File: src/rtl/lcd_pkg.sv
// Shared definitions for the LCD command scheduler.
// Includes command codes, scheduler states, requester ids and the round-robin pick.
package lcd_pkg;

    localparam logic [2:0] CMD_WRITE = 3'd0;
    localparam logic [2:0] CMD_UP    = 3'd1;
    localparam logic [2:0] CMD_DOWN  = 3'd2;
    localparam logic [2:0] CMD_LEFT  = 3'd3;
    localparam logic [2:0] CMD_RIGHT = 3'd4;
    localparam logic [2:0] CMD_AVG   = 3'd5;
    localparam logic [2:0] CMD_MIRX  = 3'd6;
    localparam logic [2:0] CMD_MIRY  = 3'd7;

    typedef enum logic [2:0] {
        ST_INIT  = 3'd0,
        ST_ARB   = 3'd1,
        ST_ISSUE = 3'd2,
        ST_GAPW  = 3'd3,
        ST_WAITW = 3'd4,
        ST_FIN   = 3'd5
    } sched_state_e;

    typedef enum logic {
        REQ_HOST   = 1'b0,
        REQ_SCRIPT = 1'b1
    } req_e;

    // On a tie the requester that was not served last wins.
    function automatic req_e pick_winner(input logic h, input logic s, input req_e last_srv);
        req_e w;
        if (h && s) begin
            w = (last_srv == REQ_HOST) ? REQ_SCRIPT : REQ_HOST;
        end else if (s) begin
            w = REQ_SCRIPT;
        end else begin
            w = REQ_HOST;
        end
        return w;
    endfunction

endpackage

File: src/rtl/lcd_script_fetch.sv
// Script ROM player: address counter, one-entry command buffer and last-entry handling.
// The buffer data is the synchronous ROM output itself, which stays stable because crom_a only moves on consume.
module lcd_script_fetch
    import lcd_pkg::*;
#(
    parameter int CROM_AW = 5
) (
    input  logic               clk,
    input  logic               reset,
    input  logic               s_start,
    input  logic               halt,
    input  logic               consume,
    output logic [CROM_AW-1:0] crom_a,
    input  logic [3:0]         crom_q,
    output logic               s_active,
    output logic               s_vld,
    output logic [2:0]         s_cmd
);

    logic fetch_pend;

    always_ff @(posedge clk or negedge reset) begin
        if (!reset) begin
            crom_a     <= '0;
            s_active   <= 1'b0;
            s_vld      <= 1'b0;
            fetch_pend <= 1'b0;
        end else if (halt) begin
            s_active   <= 1'b0;
            s_vld      <= 1'b0;
            fetch_pend <= 1'b0;
        end else if (!s_active) begin
            if (s_start) begin
                s_active   <= 1'b1;
                crom_a     <= '0;
                fetch_pend <= 1'b1;
            end
        end else if (consume && s_vld) begin
            s_vld <= 1'b0;
            if (crom_q[3]) begin
                s_active <= 1'b0;
            end else begin
                // Wraps naturally at 2^CROM_AW; a script without a last marker loops forever.
                crom_a     <= crom_a + 1'b1;
                fetch_pend <= 1'b1;
            end
        end else if (fetch_pend) begin
            s_vld      <= 1'b1;
            fetch_pend <= 1'b0;
        end
    end

    assign s_cmd = crom_q[2:0];

endmodule

File: src/rtl/lcd_cmd_sched.sv
// Shares the LCD controller command port between the host and the script player.
// Round-robin arbitration, one command per slot, WRITE is terminal until reset.
//
//   state    | meaning
//   ---------+----------------------------------------------------------
//   ST_INIT  | waiting for the controller to finish its image load
//   ST_ARB   | picking the next requester while the controller is idle
//   ST_ISSUE | strobe cycle: lcd_cmd_valid high, grant / consume
//   ST_GAPW  | forced idle cycles after a non-write command
//   ST_WAITW | WRITE issued, waiting for lcd_done
//   ST_FIN   | write-out complete, nothing more is issued
module lcd_cmd_sched
    import lcd_pkg::*;
#(
    parameter int CROM_AW = 5,
    parameter int GAP     = 1
) (
    input  logic               clk,
    input  logic               reset,
    input  logic               h_req,
    input  logic [2:0]         h_cmd,
    output logic               h_gnt,
    input  logic               s_start,
    output logic [CROM_AW-1:0] crom_a,
    input  logic [3:0]         crom_q,
    output logic               s_active,
    output logic [2:0]         lcd_cmd,
    output logic               lcd_cmd_valid,
    input  logic               lcd_busy,
    input  logic               lcd_done,
    output logic [7:0]         issued_cnt,
    output logic               sched_done
);

    // GAP cycles of idle are counted down from GAP-1 to zero.
    localparam logic [1:0] GAP_LOAD = 2'(GAP - 1);

    sched_state_e state;
    req_e         last_srv;
    req_e         win_src;
    req_e         pick;
    logic [1:0]   gap_cnt;
    logic         s_vld;
    logic [2:0]   s_cmd;
    logic         s_consume;
    logic         fetch_halt;

    assign s_consume  = (state == ST_ISSUE) && (win_src == REQ_SCRIPT);
    assign fetch_halt = (state == ST_FIN);

    always_comb begin
        pick = pick_winner(h_req, s_vld, last_srv);
    end

    lcd_script_fetch #(
        .CROM_AW (CROM_AW)
    ) u_fetch (
        .clk      (clk),
        .reset    (reset),
        .s_start  (s_start),
        .halt     (fetch_halt),
        .consume  (s_consume),
        .crom_a   (crom_a),
        .crom_q   (crom_q),
        .s_active (s_active),
        .s_vld    (s_vld),
        .s_cmd    (s_cmd)
    );

    always_ff @(posedge clk or negedge reset) begin
        if (!reset) begin
            state         <= ST_INIT;
            h_gnt         <= 1'b0;
            lcd_cmd_valid <= 1'b0;
            lcd_cmd       <= CMD_WRITE;
            issued_cnt    <= 8'd0;
            sched_done    <= 1'b0;
            last_srv      <= REQ_HOST;
            win_src       <= REQ_HOST;
            gap_cnt       <= 2'd0;
        end else begin
            h_gnt         <= 1'b0;
            lcd_cmd_valid <= 1'b0;
            case (state)
                ST_INIT: begin
                    if (!lcd_busy) begin
                        state <= ST_ARB;
                    end
                end
                ST_ARB: begin
                    // Strobe, grant and count are registered here so they appear during ST_ISSUE.
                    if (!lcd_busy && (h_req || s_vld)) begin
                        win_src       <= pick;
                        last_srv      <= pick;
                        lcd_cmd       <= (pick == REQ_HOST) ? h_cmd : s_cmd;
                        lcd_cmd_valid <= 1'b1;
                        h_gnt         <= (pick == REQ_HOST);
                        if (issued_cnt != 8'hFF) begin
                            issued_cnt <= issued_cnt + 8'd1;
                        end
                        state <= ST_ISSUE;
                    end
                end
                ST_ISSUE: begin
                    if (lcd_cmd == CMD_WRITE) begin
                        state <= ST_WAITW;
                    end else begin
                        gap_cnt <= GAP_LOAD;
                        state   <= ST_GAPW;
                    end
                end
                ST_GAPW: begin
                    if (gap_cnt == 2'd0) begin
                        state <= ST_ARB;
                    end else begin
                        gap_cnt <= gap_cnt - 2'd1;
                    end
                end
                ST_WAITW: begin
                    if (lcd_done) begin
                        sched_done <= 1'b1;
                        state      <= ST_FIN;
                    end
                end
                ST_FIN: begin
                    state <= ST_FIN;
                end
                default: begin
                    state <= ST_INIT;
                end
            endcase
        end
    end

endmodule

File: config.mk
export PLATFORM = sky130hd
export DESIGN_NAME = lcd_cmd_sched
export DESIGN_NICKNAME = d
export VERILOG_FILES = /design/src/rtl/lcd_pkg.sv /design/src/rtl/lcd_script_fetch.sv /design/src/rtl/lcd_cmd_sched.sv
export SDC_FILE = /design/constraint.sdc
export NUM_CORES = 1
export LEC_CHECK = 0
export BUFFER_PORTS_ARGS = -buffer_cell sky130_fd_sc_hd__buf_2
export CAP_MARGIN = 20
export CORE_MARGIN = 5
export CORE_UTILIZATION = 53
export DETAILED_ROUTE_END_ITERATION = 16
export MAX_ROUTING_LAYER = met4
export PLACE_DENSITY = 0.79
export SLEW_MARGIN = 40
export SYNTH_ARGS = -nofsm -noshare
export SYNTH_HDL_FRONTEND = slang
export SYNTH_SLANG_ARGS = --single-unit
File: constraint.sdc
create_clock -name clk -period 2.5 [get_ports clk]
set_clock_uncertainty 0.15 [all_clocks]
set_input_delay 0.375 -clock clk [delete_from_list [all_inputs] [get_ports clk]]
set_output_delay 0.375 -clock clk [all_outputs]
set_load 0.1 [all_outputs]
# Word-level counts from Yosys, hierarchy flattened
# Cells that the tools add are included.
# op_classes
n_addsub	3
multipliers	0
div	0
magnitude_cmp	0
eq_ne	15
n_shift	0
muxes	35
n_bitwise	2
n_reduce_logical	22
# ops
cell	count
1-bit 2-to-1 mux	21
5-bit 2-to-1 mux	4
3-bit 2-to-1 mux	6
3-bit one-hot mux with 6 select lines	1
2-bit inequality test, second input constant	8
8-bit by 1-bit adder with 8-bit output, second input constant	1
8-bit inequality test, second input constant	1
2-bit AND reduction	4
4-bit AND reduction	2
3-bit by 2-bit equality test with 1-bit output, second input constant	2
3-bit equality test, second input constant	2
3-bit logical NOT	2
3-bit AND reduction	2
2-bit nonzero test	3
3-bit nonzero test	2
5-bit by 1-bit adder with 5-bit output, second input constant	1
1-bit logical AND	4
2-bit 2-to-1 mux	2
4-bit inequality test, second input constant	1
2-bit one-hot mux with 2 select lines	1
3-bit by 1-bit equality test with 1-bit output, second input constant	1
2-bit logical NOT	1
1-bit inverter	2
2-bit by 1-bit subtractor with 2-bit output, second input constant	1
2 further kinds	2
# word_totals
regBits	28
latchBits	0
ramBits	0
rom_bits	0
input_bits	13
out_inout_bits	20
word_cells	89
mem_count	0

# Longest topological paths before layout
# logic_depth
depth_word	6
mapped_depth	7
depth_no_buf	5

# Modules after synthesis
# A second synthesis with hierarchy kept.
# unflattened
cells_unflattened	143
hier_area_um2	1488.9
# modules_own_cells
mod	instances	cells_per_inst	area_per_inst_um2	seq_area_each_um2
lcd_cmd_sched	1	94	1017.2	500.5
lcd_script_fetch	1	49	471.7	200.2

# Least setup slack after synthesis
# Ideal clock, no wire load.
# synth_path
kind	register to register
startpoint	register u_fetch.s_active
endpoint	register u_fetch.crom_a[2]
setup_time_ps	124
arrival_time_ps	1969
required_ps	2226
slack_ps	257
path_stages_with_launch	5
n_path_buf	0
synth_period_minus_slack_ps	2243
cell_sequence	dfrtp_1 -> nand4bb_1 -> nor2_1 -> o21ai_0 -> a211o_1
# synth_via
elab_chain_len	2
word_cells_on_any_way	5
cone_classes	eq/ne (2); mux (1); reduce/logical (2)
# synth_lines
item	line_no	source
start: declaration	lcd_script_fetch.sv:15	output logic s_active,
start signal: assignment	lcd_script_fetch.sv:25	s_active <= 1'b0;
start signal: assignment	lcd_script_fetch.sv:29	s_active <= 1'b0;
start signal: assignment	lcd_script_fetch.sv:34	s_active <= 1'b1;
2-bit inequality test (no line) or 2-bit nonzero test (tied branches)	-	
4-bit AND reduction (no line)	-	
end signal: assignment	lcd_script_fetch.sv:44	crom_a <= crom_a + 1'b1;
end: declaration	lcd_script_fetch.sv:13	output logic [CROM_AW-1:0] crom_a,
# Several ways; a longest one is shown, not always the timed one.
# A chain may end at the register's enable or synchronous reset.

# Final worst setup path
# layout_path
startpoint	register state[2]
endpoint	register issued_cnt[7]
# layout_via
elab_chain_len	2
# layout_lines
item	line_no	source
start: declaration	lcd_cmd_sched.sv:38	sched_state_e state;
start signal: assignment	lcd_cmd_sched.sv:72	state <= ST_INIT;
start signal: assignment	lcd_cmd_sched.sv:87	state <= ST_ARB;
start signal: assignment	lcd_cmd_sched.sv:101	state <= ST_ISSUE;
3-bit by 1-bit equality test with 1-bit output	lcd_cmd_sched.sv:84	case (state)
3-bit AND reduction (no line)	-	
end signal: assignment	lcd_cmd_sched.sv:99	issued_cnt <= issued_cnt + 8'd1;
end: declaration	lcd_cmd_sched.sv:31	output logic [7:0] issued_cnt,
# No other way between the ends.

==> impl_metrics.prom <==
# TYPE chip_impl_metric gauge
chip_impl_metric{name="yosysUniqueCellTypes",unit=""} 42
chip_impl_metric{name="synth_sequential_area_ratio",unit=""} 0.486
chip_impl_info{name="most_area_hungry_cell_type_in_the_yosys_netlist",value="dfrtp_1"} 1
chip_impl_metric{name="postSynthAreaPerCell",unit="um2"} 10.3
chip_impl_info{name="end_kind",value="register"} 1
chip_impl_metric{name="finalSetupViolCount",unit=""} 0
chip_impl_info{name="chain_of_cells_forming_the_critical_path",value="nand2b_4, or4_4, nor3b_1, mux2_2"} 1
chip_impl_metric{name="netlist.area_leader.share",unit=""} 0.486
chip_impl_info{name="setup_repair_after_global_routing_missed_its_margin",value="false"} 1
chip_impl_info{name="crit_type",value="reg2reg"} 1
chip_impl_metric{name="detailedRoute.firstPassIterationCount",unit=""} 4
chip_impl_info{name="mostFrequentLayoutCell",value="buf_2"} 1
chip_impl_metric{name="height_of_the_chip",unit="um"} 62.2
chip_impl_metric{name="crit_required",unit="ns"} 2.59
chip_impl_metric{name="synth.net_count",unit=""} 156
chip_impl_metric{name="grt_max_degree",unit=""} 29
chip_impl_metric{name="layout-area-overhead-vs-synth",unit="%"} 14.7
chip_impl_metric{name="core_region_area",unit="um2"} 2690
chip_impl_metric{name="achievable-frequency",unit="MHz"} 473
chip_impl_metric{name="clk_pin_slew_worst_paths",unit="ns"} 0.14
chip_impl_metric{name="route.detailed.vias_per_inst",unit=""} 5.63
chip_impl_metric{name="finalMaxSlewViolations",unit=""} 0
chip_impl_metric{name="wire_length_reported_by_the_detailed_router",unit="um"} 2940
chip_impl_metric{name="die_width",unit="um"} 62.2
chip_impl_metric{name="grt_pass1_wl",unit="um"} 5220
chip_impl_metric{name="cp.arrival",unit="ns"} 2.20
chip_impl_metric{name="starting_density",unit=""} 0.537
chip_impl_metric{name="post-dp-hpwl",unit="um"} 2230
chip_impl_metric{name="crit_fanout",unit=""} 15
chip_impl_info{name="top_usage_layer",value="met2"} 1
chip_impl_metric{name="synth-edff-count",unit=""} 0
chip_impl_metric{name="first_global_vias",unit=""} 1173
chip_impl_metric{name="route.vias.total",unit=""} 1149
chip_impl_metric{name="fraction_of_layout_cells_with_a_size_suffix_above_1",unit=""} 0.260
chip_impl_metric{name="grt_overflow_total",unit=""} 0
chip_impl_metric{name="ys_warn_count",unit=""} 0
chip_impl_metric{name="placementRows",unit=""} 19
chip_impl_metric{name="grt.met2_usage",unit=""} 0.251
chip_impl_metric{name="drtIter0Drc",unit=""} 35
chip_impl_info{name="synth_area_leaders",value="dfrtp_1 49%, mux2i_1 4.2%, nand2_1 3.9%"} 1
chip_impl_info{name="min-delay-path-class",value="in2reg"} 1
chip_impl_metric{name="critPathMaxStageDelay",unit="ns"} 0.60
chip_impl_metric{name="layout.filler_cells",unit=""} 229
chip_impl_metric{name="grt.total_usage",unit=""} 0.170
chip_impl_info{name="synth_ff_type",value="dfrtp_1"} 1
chip_impl_info{name="run_status",value="completed"} 1
chip_impl_metric{name="final_min_period_over_clock_period",unit=""} 0.846
chip_impl_metric{name="synth_seq_cells",unit=""} 28
chip_impl_metric{name="final_hold_viol_count",unit=""} 0
chip_impl_info{name="critical_path.startpoint_type",value="register"} 1
chip_impl_metric{name="place.port_buffers",unit=""} 32
chip_impl_metric{name="tritoncts_num_sinks",unit=""} 28
chip_impl_metric{name="cts_setup_buffers",unit=""} 0
chip_impl_metric{name="worst_pin_slew",unit="ns"} 0.613
chip_impl_metric{name="multi_input_area",unit="um2"} 681
chip_impl_metric{name="grt.met1_usage",unit=""} 0.226
chip_impl_metric{name="slew-limit-headroom",unit=""} 0.591
chip_impl_info{name="clock_tree_from_tritoncts",value="built"} 1
chip_impl_metric{name="netlist_instances",unit=""} 140
chip_impl_metric{name="area.sequential",unit="um2"} 701
chip_impl_metric{name="boundaryPins",unit=""} 33
chip_impl_metric{name="post-route-min-period",unit="ns"} 2.11
chip_impl_metric{name="finalNetCount",unit=""} 190
chip_impl_metric{name="antenna-diode-count",unit=""} 0
chip_impl_metric{name="totalNegativeSetupSlack",unit="ns"} 0
chip_impl_metric{name="drc_errors",unit=""} 0
chip_impl_metric{name="cts_made_buffers",unit=""} 3
chip_impl_metric{name="ant_nets",unit=""} 0
chip_impl_metric{name="groute.layer.met3.usage",unit=""} 0.0306
chip_impl_metric{name="clock_insertion_delay_worst_skew",unit="ns"} 0.34
chip_impl_metric{name="die_area",unit="um2"} 3860
chip_impl_metric{name="gp_congestion",unit=""} 0.821
chip_impl_info{name="crit_path_top_delay_cell",value="or4_4"} 1
chip_impl_info{name="cts-root-buf",value="clkbuf_4"} 1
chip_impl_metric{name="synth_async_sr_flop_share",unit=""} 1.00
chip_impl_metric{name="antenna_found_initial",unit=""} 0
chip_impl_info{name="mostFrequentLayoutCells",value="32 x buf_2, 28 x dfrtp_1, 15 x nand2_1"} 1
chip_impl_metric{name="wire_per_inst",unit="um"} 14.4
chip_impl_metric{name="h-tree-depth",unit=""} 1
chip_impl_metric{name="max-cap-violations",unit=""} 0
chip_impl_metric{name="cts.path.max_buffers",unit=""} 2
chip_impl_metric{name="synth.cell_area",unit="um2"} 1440
[metrics by stage]
stage / hold WS (ns) / worst slack, ns / util / cells / area (um2)
after global placement: 0.274 / 0.463 / 0.598 / 199 / 1610
final: 0.0910 / 0.386 / 0.615 / 204 / 1650
after global routing: 0.0715 / 0.328 / 0.615 / 204 / 1650
after floorplan: -0.0706 / 0.257 / - / 140 / 1440
after detailed placement: 0.278 / 0.412 / 0.598 / 199 / 1610
after CTS: 0.0784 / 0.391 / 0.615 / 204 / 1650
[critical path, delay by kind of cell, from the launching register on]
family | cells | cell delay, ns
mux | 1 | 0.37
simple gates | 3 | 1.02
flops | 1 | 0.47
[state kept, by name, indices dropped and copies added (netlist names)]
register and flops:
u_fetch.s_active 1, state 3, sched_done 1, h_gnt 1
issued_cnt 8, lcd_cmd_valid 1, lcd_cmd 3, gap_cnt 2
u_fetch.s_vld 1, u_fetch.fetch_pend 1, u_fetch.crom_a 5, win_src 1
[path summary, 6_finish.rpt]
path / from / to / slack (ns) / depth (start not counted)
setup / recovery: state[2] / issued_cnt[7] / 0.39 / 4
hold / removal: crom_q[3] / u_fetch.s_active / 0.09 / 2
setup reg to reg: state[2] / issued_cnt[7] / 0.39 / 4
hold reg to reg: sched_done / sched_done / 0.34 / 1
max in group asynchronous: reset / u_fetch.s_active / 1.39 / 2
min in group asynchronous: reset / issued_cnt[5] / 0.41 / 2
[logic make-up (layout without fill, tap and decap cells)]
kind of cell / count (synthesis) / count (layout) / share of synthesized area
AOI/OAI and AO/OA: 33 / 33 / 0.154
and+or+nand+nor: 52 / 52 / 0.201
xor gates and xnor gates: 3 / 3 / 0.0182
DFF: 28 / 28 / 0.486
muxes: 10 / 10 / 0.0729
adders and majority gates: 3 / 3 / 0.0260
buffers and inverters: 11 / 44 / 0.0417
[cells in the mapped netlist (all sizes together) (3+ instances only)]
library cell and number:
a21oi 6, buf 3, dfrtp 28, ha 3, inv 7, mux2 4
mux2i 6, nand2 15, nand2b 4, nand3 3, nand4 3, nor2 7
nor3 10, o21ai 10, o2bb2ai 3
[per-layer routing]
| layer | share of wire | routed length (um) | vias up |
|---|---|---|---|
| met1 | 0.49 | 1440 | 543 |
| met5 | 0 | 0 | - |
| met3 | 0.033 | 96 | 7 |
| met4 | 0.022 | 65 | 0 |
| li1 | - | - | 573 |
| met2 | 0.45 | 1330 | 26 |
[area by class of cell]
type | instances | share of cell area
Tap cell | 31 | 0.0235
Sequential cell | 28 | 0.424
Inverter | 7 | 0.0159
Multi-Input combinational cell | 101 | 0.412
Clock buffer | 4 | 0.0220
Timing Repair Buffer | 33 | 0.103
[what timing repair did]
| item | 4_1_cts | 5_1_grt |
|---|---|---|
| resized for setup | 0 | 0 |
| endpoints found under the hold margin | 28 | 0 |
| hold buffers | 1 | 0 |
Power is not shown: default switching activity piles up to over one toggle a cycle in this logic, so the estimate is an artifact.
